## src/rtl/nn_pkg.sv

```systemverilog
// Shared definitions for the neural-network activation blocks.
//   NN_DATA_W : default signed sample width
//   id_width  : lane-id width for a given requester count (minimum 1 bit)
//   relu_f    : max(x, 0) on a signed NN_DATA_W sample
package nn_pkg;

  localparam int NN_DATA_W = 16;

  function automatic int id_width(input int n);
    return (n > 1) ? $clog2(n) : 1;
  endfunction

  function automatic logic [NN_DATA_W-1:0] relu_f(input logic [NN_DATA_W-1:0] x);
    return x[NN_DATA_W-1] ? '0 : x;
  endfunction

endpackage

```

## src/rtl/rr_grant.sv

```systemverilog
// Combinational round-robin picker.
// Scans req starting at ptr and wrapping modulo N. The first set bit wins.
//   req       in  N      request vector
//   ptr       in  IDX_W  highest-priority index (must be < N)
//   en        in  1      when low, no grant is issued
//   grant     out N      one-hot grant, or all zero
//   grant_idx out IDX_W  index of the granted bit (0 when there is no grant)
module rr_grant #(
  parameter int N     = 4,
  parameter int IDX_W = 2
) (
  input  logic [N-1:0]     req,
  input  logic [IDX_W-1:0] ptr,
  input  logic             en,
  output logic [N-1:0]     grant,
  output logic [IDX_W-1:0] grant_idx
);

  logic             found;
  int               pos;
  logic [IDX_W-1:0] idx;

  // NOTE: every variable gets a default before any conditional assignment.
  // This keeps the block purely combinational, with no inferred latch.
  always_comb begin
    grant     = '0;
    grant_idx = '0;
    found     = 1'b0;
    pos       = 0;
    idx       = '0;
    for (int k = 0; k < N; k++) begin
      pos = int'(ptr) + k;
      if (pos >= N) pos = pos - N;
      idx = IDX_W'(pos);
      if (en && !found && req[idx]) begin
        grant[idx] = 1'b1;
        grant_idx  = idx;
        found      = 1'b1;
      end
    end
  end

endmodule

```

## src/rtl/relu_rr_scheduler.sv

```systemverilog
// Shares one ReLU datapath between NUM_REQ lanes.
// Lanes are arbitrated round-robin. Each result is tagged with its source
// lane and buffered in a 2-entry output FIFO. A saturating counter tracks
// how many accepted samples were negative.
//   clk, rst_n      clock, async active-low reset
//   req_valid/ready per-lane handshake (ready is a one-hot grant)
//   req_data        lane i at [i*DATA_W +: DATA_W], signed
//   out_valid/ready output handshake at the FIFO head
//   out_data/out_id ReLU result and its source lane
//   neg_count       saturating count of accepted negative samples
module relu_rr_scheduler
  import nn_pkg::*;
#(
  parameter int NUM_REQ = 4,
  parameter int DATA_W  = NN_DATA_W,
  parameter int ID_W    = id_width(NUM_REQ)
) (
  input  logic                      clk,
  input  logic                      rst_n,
  input  logic [NUM_REQ-1:0]        req_valid,
  input  logic [NUM_REQ*DATA_W-1:0] req_data,
  output logic [NUM_REQ-1:0]        req_ready,
  output logic                      out_valid,
  output logic [DATA_W-1:0]         out_data,
  output logic [ID_W-1:0]           out_id,
  input  logic                      out_ready,
  output logic [15:0]               neg_count
);

  typedef struct packed {
    logic [DATA_W-1:0] data;
    logic [ID_W-1:0]   id;
  } entry_t;

  logic [1:0]         fifo_count;
  entry_t             head, tail, new_entry;
  logic [ID_W-1:0]    ptr, grant_idx;
  logic [NUM_REQ-1:0] grant;
  logic               can_accept, push, pop;
  logic [DATA_W-1:0]  sel_data, relu_data;

  // rst_n gates the grant so req_ready is low for the whole reset period,
  // not only once the registers have cleared.
  assign can_accept = (fifo_count != 2'd2) && rst_n;

  rr_grant #(.N(NUM_REQ), .IDX_W(ID_W)) u_grant (
    .req       (req_valid),
    .ptr       (ptr),
    .en        (can_accept),
    .grant     (grant),
    .grant_idx (grant_idx)
  );

  // A grant is only issued to a valid lane, so any grant is a transfer.
  assign req_ready = grant;
  assign push      = |grant;
  assign pop       = out_valid && out_ready;
  assign sel_data  = req_data[int'(grant_idx)*DATA_W +: DATA_W];

  // The shared relu_f is fixed at the package width.
  // Any other width uses the same rule written inline.
  if (DATA_W == NN_DATA_W) begin : g_pkg_relu
    assign relu_data = relu_f(sel_data);
  end else begin : g_local_relu
    assign relu_data = sel_data[DATA_W-1] ? '0 : sel_data;
  end

  assign new_entry = '{data: relu_data, id: grant_idx};
  assign out_valid = (fifo_count != 2'd0);
  assign out_data  = head.data;
  assign out_id    = head.id;

  // NOTE: the FIFO entries are ordinary registers, not a RAM, so they are
  // cleared by reset. That gives the required zero out_data/out_id at reset.
  always_ff @(posedge clk or negedge rst_n) begin
    if (!rst_n) begin
      // NOTE: sequential state uses non-blocking assignments only. Every
      // register then samples the pre-edge values of the others.
      ptr        <= '0;
      fifo_count <= '0;
      head       <= '0;
      tail       <= '0;
      neg_count  <= '0;
    end else begin
      if (push) begin
        ptr <= (int'(grant_idx) == NUM_REQ - 1) ? '0 : grant_idx + ID_W'(1);
        if (sel_data[DATA_W-1] && neg_count != 16'hFFFF)
          neg_count <= neg_count + 16'd1;
      end
      case (fifo_count)
        2'd0: begin
          if (push) begin
            head       <= new_entry;
            fifo_count <= 2'd1;
          end
        end
        2'd1: begin
          if (push && pop) begin
            head <= new_entry;
          end else if (push) begin
            tail       <= new_entry;
            fifo_count <= 2'd2;
          end else if (pop) begin
            fifo_count <= 2'd0;
          end
        end
        default: begin
          // A full FIFO issues no grant, so only a pop can occur here.
          if (pop) begin
            head       <= tail;
            fifo_count <= 2'd1;
          end
        end
      endcase
    end
  end

endmodule

```

## config.mk

```make
export PLATFORM = sky130hd
export DESIGN_NAME = relu_rr_scheduler
export DESIGN_NICKNAME = d
export VERILOG_FILES = /design/src/rtl/nn_pkg.sv /design/src/rtl/rr_grant.sv /design/src/rtl/relu_rr_scheduler.sv
export SDC_FILE = /design/constraint.sdc
export NUM_CORES = 1
export LEC_CHECK = 0
export ABC_AREA = 1
export CAP_MARGIN = 20
export CORE_MARGIN = 1.5
export CORE_UTILIZATION = 45
export DETAILED_ROUTE_END_ITERATION = 6
export PLACE_DENSITY = 0.8
export SLEW_MARGIN = 20
export SYNTH_ARGS = -nofsm -noshare
export SYNTH_HDL_FRONTEND = slang
export SYNTH_HIERARCHICAL = 1
export SYNTH_SLANG_ARGS = --single-unit
```

## constraint.sdc

```tcl
create_clock -name clk -period 3.9 [get_ports clk]
set_input_delay 0.975 -clock clk [delete_from_list [all_inputs] [get_ports clk]]
set_output_delay 0.975 -clock clk [all_outputs]
set_load 0.005 [all_outputs]
```

Yosys cells after proc, flatten, opt, wreduce, memory -nomap -nowiden
Index checks and enable logic that the tools add are counted.

storage, ports and cells
  output and inout port bits = 39
  bits in registers = 56

operators by class
  magnitude comparators = 12
  reduce and logical (&&, ||, !) cells = 26
  bitwise gates (word level) = 4
  $add $sub $neg = 9
  mux-type cells = 43
  equal/unequal tests = 8
  shift-type cells = 1

operators by type and width
  cell                                                                count
  indexed part select 64 x 7 -> 16 bit                                1
  2-to-1 mux 18 bit                                                   3
  one-hot mux 18 bit (2 select lines)                                 1
  2-to-1 mux 2 bit                                                    14
  adder 16 x 1 -> 16 bit (second input constant)                      1
  2-to-1 mux 4 bit                                                    4
  inequality test 16 bit (second input constant)                      1
  logical AND 1 bit                                                   15
  2-to-1 mux 15 bit                                                   1
  < comparator 2 x 3 -> 1 bit (second input constant)                 4
  bitwise OR 4 bit                                                    3
  2-to-1 mux 1 bit                                                    11
  greater-or-equal comparator 3 bit (second input constant)           3
  binary-select mux 1 bit (select 2 bit)                              4
  demux 1 bit (select 2 bit)                                          4
  greater-or-equal comparator 2 x 1 -> 1 bit (second input constant)  4
  inequality test 2 bit (second input constant)                       4
  subtractor 2 x 1 -> 2 bit (second input constant)                   4
  adder 2 x 2 -> 3 bit (second input constant)                        2
  AND reduction 3 bit                                                 2
  == test 2 x 1 -> 1 bit (second input constant)                      2
  one-hot mux 2 bit (2 select lines)                                  1
  AND reduction 4 bit                                                 1
  OR reduction 4 bit                                                  1
  10 further kinds                                                    12

Longest topological paths before layout
Gate-level depths: netlist (run 1).

  depth in word-level cells = 22
  gate-level depth with buffers = 20
  depth with buffers taken out = 17

Modules after synthesis
The synthesis (run 1) kept the hierarchy.

modules (own cells, without submodules)
  module             area an instance (um^2)  instances  cells an instance
  relu_rr_scheduler  3369.5                   1          505
  rr_grant           493.0                    1          81

Worst setup path after synthesis (run 1)
OpenSTA, ideal clock, no wires.

  kind = input to register
  start = input port rst_n
  end = register neg_count[12]
  arrival = 2820 ps
  path slack = 963 ps
  setup time = 116 ps
  required time = 3784 ps
  stages on the path = 15
  cells stage by stage = a21boi_0 inv_1 nor2_1 nand2_1 nand2_1 nand3b_1 buf_4 inv_2 nand3_2 nand2_4 nor2_8 nand2_8 buf_8 nand2_1 nand2_1

on the way
  word-level cells in the longest chain between the ends = 18
  elaborated cells on any way between the ends = 29

RTL lines
  element                                 RTL line                 RTL
  start, declared                         relu_rr_scheduler.sv:19  input logic rst_n,
  logical AND 1 bit *                     relu_rr_scheduler.sv:44  assign can_accept = (fifo_count != 2'd2) && rst_n;
  logical AND 1 bit                       rr_grant.sv:35           if (en && !found && req[idx]) begin
  2-to-1 mux 1 bit                        rr_grant.sv:35
  logical NOT 1 bit                       rr_grant.sv:35
  logical AND 1 bit (2 in a row)          rr_grant.sv:35
  2-to-1 mux 1 bit                        rr_grant.sv:35
  logical NOT 1 bit                       rr_grant.sv:35
  logical AND 1 bit (2 in a row)          rr_grant.sv:35
  2-to-1 mux 1 bit                        rr_grant.sv:35
  logical NOT 1 bit                       rr_grant.sv:35
  logical AND 1 bit (2 in a row)          rr_grant.sv:35
  2-to-1 mux 2 bit *                      rr_grant.sv:35
  named net grant_idx[1]                  relu_rr_scheduler.sv:37  logic [ID_W-1:0] ptr, grant_idx;
  indexed part select 64 x 7 -> 16 bit *  relu_rr_scheduler.sv:58  assign sel_data = req_data[int'(grant_idx)*DATA_W +: DATA_W];
  logical AND 1 bit *                     relu_rr_scheduler.sv:87  if (sel_data[DATA_W-1] && neg_count != 16'hFFFF)
  AND reduction 2 bit (no source line) *  --
  end signal, assigned                    relu_rr_scheduler.sv:88  neg_count <= neg_count + 16'd1;
  end, declared                           relu_rr_scheduler.sv:27  output logic [15:0] neg_count

The timed path passes the listed nets; every way through them passes the cells marked *.
A chain may end at the register's enable or synchronous reset.

Worst setup path after layout (run 1)
  start = input port req_valid[1]
  end = output port req_ready[0]

on the way
  word-level cells in the longest chain between the ends = 16
  elaborated cells on any way between the ends = 28

RTL lines
  element                                 RTL line                 RTL
  start, declared                         relu_rr_scheduler.sv:20  input logic [NUM_REQ-1:0] req_valid,
  binary-select mux 1 bit (select 2 bit)  rr_grant.sv:35
  2-to-1 mux 1 bit (implied by the code)  rr_grant.sv:35
  logical AND 1 bit                       rr_grant.sv:35
  2-to-1 mux 1 bit                        rr_grant.sv:35
  logical NOT 1 bit                       rr_grant.sv:35
  logical AND 1 bit (2 in a row)          rr_grant.sv:35
  2-to-1 mux 1 bit                        rr_grant.sv:35
  logical NOT 1 bit                       rr_grant.sv:35
  logical AND 1 bit (2 in a row)          rr_grant.sv:35
  2-to-1 mux 1 bit                        rr_grant.sv:35
  logical NOT 1 bit                       rr_grant.sv:35
  logical AND 1 bit (2 in a row)          rr_grant.sv:35
  2-to-1 mux 4 bit *                      rr_grant.sv:35
  end, declared                           relu_rr_scheduler.sv:22  output logic [NUM_REQ-1:0] req_ready,

Every way passes the cells marked *; elsewhere a longest branch is shown, timed or not. The select of a mux whose other input is x is not followed.

==> impl_metrics.ini, run 1 <==
[status]
status = complete, no violations

[placement]
placed_area_mm2 = 0.00504
hpwl_um = 7830
portBuffers = 108
globalplace.congestion = 1.01
placed_cells = 787

[pwr]
switching_power_mw = 2.13
vdd_drop_max_v = 0.000415
intPower_mw = 2.07
p_per_area_mw_per_mm2 = 807
pwr-share-comb_pct = 68.9
p_clk_share_pct = 9.3
swShare_pct = 50.7
p_seq_share_pct = 21.8
leakage_nw = 2.64

[drt]
drt-total-wl_um = 10400
drc_errors = 0
vias = 4119
dr.pass1.iters = 5
dr.first_iter.drc_count = 184
wl_per_cell_um = 13.0
antenna_left = 0
via_per_inst = 5.16

[global_routing]
grt_remaining_overflow = 0
grt_pass1_wl_um = 17500
grt_max_degree = 55
antenna_found_initial = 0
grt_pass1_vias = 3855
grt_util_all_layers_pct = 24.1

[worst_setup_path]
r2r-start = ptr[1]$_DFFE_PN0P_
slowest_delay_ns = 0.52
path_max_fanout = 7
startpoint_type = input port
crit_chain = clkdlybuf4s50_1 -> nand2_2 -> nand3_1 -> and2_1 -> nor2_8 -> nand3_1 -> nand3_1 -> clkdlybuf4s50_1
crit_start = req_valid[1]
endpoint_kind = output pin
crit_required_ns = 2.92
cpMaxStageDelayCell = clkdlybuf4s50_1
critical_path_class = in -> out
cp.arrival_ns = 2.85
cpMostUsedCell = nand3_1

[sta]
fmax_mhz = 262
setup_tns_ns = 0
period_share_pct = 98.0
period_needed_ns = 3.82
worst_slew_pin_slew_ns = 0.660
whs_ns = 0.496
skew_ns = 0.0153
setup_violations = 0
final_hold_viol_count = 0
max-slew-margin-rel_pct = 56.0
drv_slew = 0

[synthesis]
syn_area_per_cell_um2 = 6.59
yosys_warnings = 6
synth_fp_nets = 666
synth_seq_cells = 54
ys_types = 34
synth_area_mm2 = 0.00386
synth.yosys.seq_area_share_pct = 35.0
syn_inst = 586

[clock_network]
insertion_delay_ns = 0.32
clk_pin_slew_worst_paths_ns = 0.11
h-tree-depth = 2
numCtsBuffers = 5
cts_root_buf = clkbuf_8
cts_tree = built
ctsHoldBuffers = 0
ctsLongestPathBuffers = 2
tritoncts_num_sinks = 54

[floorplanning]
die_area_mm2 = 0.00915
pin_count = 110
placementRows = 33
core-area_mm2 = 0.00826
die_y_um = 95.6
die_x_um = 95.6
start_util_pct = 46.8

[layout]
diodes = 0
drive_gt1_share_pct = 8.08
layout.nets = 772
area_growth_pct = 34.7
fin_cells = 798
postLayoutCellArea_mm2 = 0.00520

[job]
drv_cap = 0

[min_path]
hold_start = out_data[3]$_DFFE_PN0P_
hold_path.class = reg -> reg
[final cells by class]
type | instances | area, um^2
fillers | 768 | 3060
multi-input cells | 456 | 2180
flip-flops and latches | 54 | 1350
repair buffers | 124 | 1220
inverters | 51 | 193
well taps | 105 | 131
clock buffers | 5 | 68.8
clock inverters | 3 | 47.5
[layout by cell type (no fill, tap or decap), types with 4 or more instances in the layout]
master and n:
o21ai_1 6, nor2_1 92, buf_4 14, nand2_1 200, clkdlybuf4s50_1 106, inv_2 4
nand3_2 6, ha_1 9, inv_1 46, a21oi_1 11, xor2_1 4, clkbuf_8 5
nand2_4 4, nand2_2 4, nand3_1 54, nand4_1 9, o21ai_0 32, dfrtp_1 53
[per-stage QoR]
| step | utilization, % | power (mW) | worst slack [ns] |
|---|---|---|---|
| 2_1_floorplan | - | 2.88 | 0.963 |
| 3_3_place_gp | 61.0 | 3.70 | 0.158 |
| 3_5_place_dp | 61.0 | 3.76 | 0.0160 |
| 4_1_cts | 62.4 | 4.16 | 0.000626 |
| 5_1_grt | 63.0 | 4.62 | -0.00298 |
| 6_report | 63.0 | 4.20 | 0.0795 |
[Yosys cell counts]
| library cell | number | share of area [%] |
|---|---|---|
| nand4_1 | 9 | 1.5 |
| nand2_8 | 1 | 0.52 |
| clkbuf_1 | 9 | 0.87 |
| inv_2 | 4 | 0.39 |
| o211ai_1 | 2 | 0.39 |
| a21boi_0 | 1 | 0.19 |
| nor2_1 | 93 | 9.0 |
| nand2_2 | 3 | 0.49 |
| ha_1 | 9 | 2.9 |
| xor2_1 | 4 | 0.91 |
| nand3_2 | 5 | 1.3 |
| nand3b_1 | 2 | 0.39 |
| nor3_2 | 1 | 0.26 |
| buf_2 | 10 | 1.3 |
| nor2_8 | 3 | 1.6 |
| o21ai_0 | 32 | 4.1 |
| nand3_1 | 55 | 7.1 |
| buf_6 | 2 | 0.58 |
| nand2_4 | 4 | 1.2 |
| a21oi_1 | 11 | 1.4 |
| nor2_2 | 2 | 0.32 |
| o21ai_1 | 6 | 0.78 |
| xnor2_1 | 3 | 0.68 |
| and2_1 | 1 | 0.16 |
| nor3_1 | 3 | 0.39 |
| inv_1 | 46 | 4.5 |
| o31ai_1 | 1 | 0.19 |
| buf_4 | 3 | 0.58 |
| dfrtp_1 | 54 | 35 |
| conb_1 | 1 | 0.097 |
| clkinv_2 | 1 | 0.13 |
| nand2_1 | 201 | 20 |
| buf_8 | 1 | 0.39 |
| nor2_4 | 3 | 0.87 |
[repair_timing]
action,4_1_cts,5_1_grt
setup buffers,0,3
resized for setup,0,5
setup endpoints to repair,0,4
[flip-flops by register name, indices dropped and copies added, names as in the netlist]
name / cells
tail: 17
neg_count: 16
out_data: 15
fifo_count: 2
out_id: 2
ptr: 2
[cells by family (layout without fill, tap and decap cells)]
group / count (synthesis) / in the layout / synth area share, %
AND/OR/NAND/NOR: 386 / 386 / 44.6
XOR/XNOR: 7 / 7 / 1.59
AO/OA/AOI/OAI: 53 / 53 / 7.13
flip-flops: 54 / 54 / 35.0
buffers and inverters: 76 / 183 / 8.71
adder cells (fa/ha/maj): 9 / 9 / 2.92
other: 1 / 1 / 0.0971
[critical path, delay by kind of cell]
| family | cells | cell delay, ns |
|---|---|---|
| AND/OR/NAND/NOR | 6 | 0.91 |
| buffers and inverters | 2 | 0.97 |
[power groups by stage]
stage	Combinational (mW)	Sequential [mW]	Clock, mW
after global placement	2.78	0.913	0
after floorplan	1.98	0.904	0
after CTS	2.85	0.911	0.397
after global routing	3.27	0.934	0.416
final	2.89	0.914	0.392
after detailed placement	2.84	0.920	0
[per-layer routing]
metal  vias up  wire length [um]  track usage [%]
met1      1869              4260             29.3
met3        28               713             4.94
li1       2052                 -                -
met5         -                 0                0
met2       170              5220             43.3
met4         0               197             5.64
[final timing paths]
check                      cells after the start                      end  slack (ns)
setup / recovery                               8             req_ready[0]        0.08
hold / removal                                 2  out_data[3]$_DFFE_PN0P_        0.50
setup reg to reg                              17     tail[15]$_DFFE_PN0P_        0.63
hold reg to reg                                2  out_data[3]$_DFFE_PN0P_        0.50
max in group asynchronous                      2       ptr[1]$_DFFE_PN0P_        2.62
min in group asynchronous                      2     tail[10]$_DFFE_PN0P_        0.81
(Power assumes the default switching activity.)
==> inputs of run 2 (changes only) <==
Settings changed: HOLD_SLACK_MARGIN set to 0.06.
==> results of run 2 <==
The final DEF is identical to that of run 1; final timing and power are the same.
==> inputs of run 3 (changes only) <==
Settings changed: CELL_PAD_IN_SITES_DETAIL_PLACEMENT set to 0, CELL_PAD_IN_SITES_GLOBAL_PLACEMENT set to 2, CORE_UTILIZATION 45 to 25, PLACE_DENSITY 0.8 to 0.84.
==> run 3 against run 2 <==
Via count decreased by 1.9%. Wire length grew 8.6%. Sequential cell count unchanged. Utilization shrank 28 points. Critical path depth decreased by 1. Final cell count grew 11%. Non-clock buffer count is 4 higher. Clock skew fell by 0.010 ns. Cell area rose by 2.6%. Highest routed layer unchanged.
==> impl_metrics.ini, run 3 (synthesis gave the netlist of run 1 again) <==
[status]
status = complete, no violations

[global_routing]
grt_pass1_wl_um = 19100
grt_util_all_layers_pct = 14.6
grt_pass1_vias = 3944
grt_remaining_overflow = 0
grt_max_degree = 55
antenna_found_initial = 0

[pwr]
leakage_nw = 2.65
vdd_drop_max_v = 0.000250
p_per_area_mw_per_mm2 = 809

[min_path]
hold_path_depth = 2
min_to = tail[6]$_DFFE_PN0P_
hold_path.class = reg -> reg
hold_start = tail[6]$_DFFE_PN0P_

[clock_network]
cts_root_buf = clkbuf_16
ctsHoldBuffers = 0
clk_pin_slew_worst_paths_ns = 0.07
tritoncts_num_sinks = 54
cts_tree = built
h-tree-depth = 2
ctsLongestPathBuffers = 2
insertion_delay_ns = 0.29
numCtsBuffers = 5

[worst_setup_path]
crit_family = buffers and inverters
critical_path_class = in -> out
slowest_delay_ns = 0.51
cpMostUsedCell = nand3_1
crit_required_ns = 2.92
r2r-start = ptr[1]$_DFFE_PN0P_
startpoint_type = input port
cp.depth = 7
rrSetupSlack_ns = 0.76
rr_worst_depth = 18
path_max_fanout = 7
endpoint_kind = output pin
cpMaxStageDelayCell = clkdlybuf4s50_1
crit_chain = clkdlybuf4s50_1 -> nand2_1 -> nand3_1 -> and2_1 -> nand3_1 -> nand3_1 -> clkdlybuf4s50_1
cp_num_buf_inv = 2
r2r_end = out_data[1]$_DFFE_PN0P_
cp.arrival_ns = 2.83

[sta]
final_hold_viol_count = 0
setup_violations = 0
skew_ns = 0.00530
worst_slew_pin_slew_ns = 0.725
rsz0062_at_grt = false
fmax_mhz = 263
drv_slew = 0
max-slew-margin-rel_pct = 51.7
period_needed_ns = 3.80
worst_slack_ns = 0.0969
setup_tns_ns = 0
whs_ns = 0.484
period_share_pct = 97.5

[layout]
regMostFlops = tail
area_growth_pct = 38.2
utilization_pct = 35.2
largest_register_ffs = 17
layout.nets = 776
most-common-layout-cells = nand2_1, clkdlybuf4s50_1, nor2_1
fillerInstances = 1605
drive_gt1_share_pct = 8.18
diodes = 0
postLayoutCellArea_mm2 = 0.00534
mostFrequentLayoutCell = nand2_1

[job]
drv_cap = 0

[floorplanning]
pin_count = 110
die_area_mm2 = 0.0162
core-area_mm2 = 0.0151
die_y_um = 127
start_util_pct = 25.5
die_x_um = 127
placementRows = 45

[drt]
dr.first_iter.drc_count = 216
routed.top_layer = met4
routed-wl-met3_um = 574
via_per_inst = 4.57
wl_per_cell_um = 12.7
drt-met1-wl_um = 5210
drt-total-wl_um = 11300
drc_errors = 0
antenna_left = 0
dr.pass1.iters = 6
vias = 4041
met2WireLength_um = 5450

[placement]
hpwl_um = 8670
placed_area_mm2 = 0.00518
dp_slack_ns = 0.0562
portBuffers = 108
globalplace.congestion = 0.822
run 3: stage by stage:
stage	power, mW	std cells
6_report	4.32	885
5_1_grt	4.82	885
4_1_cts	4.39	884
3_5_place_dp	3.92	876
3_3_place_gp	3.89	876
2_1_floorplan	2.88	586
run 3: where the power goes:
group / switching (mW) / total, mW / internal, mW
logic: 1.81 / 2.96 / 1.15
clock network: 0.211 / 0.449 / 0.239
registers: 0.144 / 0.909 / 0.765
total: 2.16 / 4.32 / 2.15
run 3: worst max path at each step:
stage | from | to | slack, ns
2_1_floorplan | rst_n | neg_count[12]$_DFFE_PN0P_ | 0.96
6_report | req_valid[1] | req_ready[0] | 0.1
3_3_place_gp | req_valid[1] | req_ready[1] | 0.13
4_1_cts | req_valid[1] | req_ready[0] | 0.05
5_1_grt | req_valid[1] | req_ready[1] | 0.002
3_5_place_dp | req_valid[1] | req_ready[0] | 0.06
run 3: timing repair:
item	4_1_cts	5_1_grt
setup buffers	0	1
setup endpoints to repair	0	4
gates resized for setup	0	1
run 3: worst register-to-register path, cell delays in order (launching register included):
cell and delay [ns]:
dfrtp_1 0.38, inv_1 0.18, ha_1 0.32, inv_1 0.12, nand3_2 0.14, nand2_1 0.10, inv_2 0.04, nor2_4 0.19
buf_4 0.16, nand3_1 0.06, nand3_1 0.15, buf_12 0.22, clkinv_2 0.12, nand2_1 0.08, nand3_2 0.08, nand2_4 0.23
buf_4 0.21, nand3_1 0.10, a21oi_1 0.17
run 3: layout make-up:
type                            instances  area [um^2]  area share (%)
Clock buffer                            5          125            2.34
Clock inverter                          3         18.8           0.352
Inverter                               51          193            3.61
Multi-Input combinational cell        456         2180            40.8
Sequential cell                        54         1350            25.3
Tap cell                              188          235            4.41
Timing Repair Buffer                  128         1240            23.2
run 3: layer usage:
layer / track usage [%] / vias to the layer above
met5: 0 / -
met4: 2.07 / 0
met3: 3.39 / 4
met2: 25.6 / 116
met1: 18.6 / 1861
li1: - / 2060
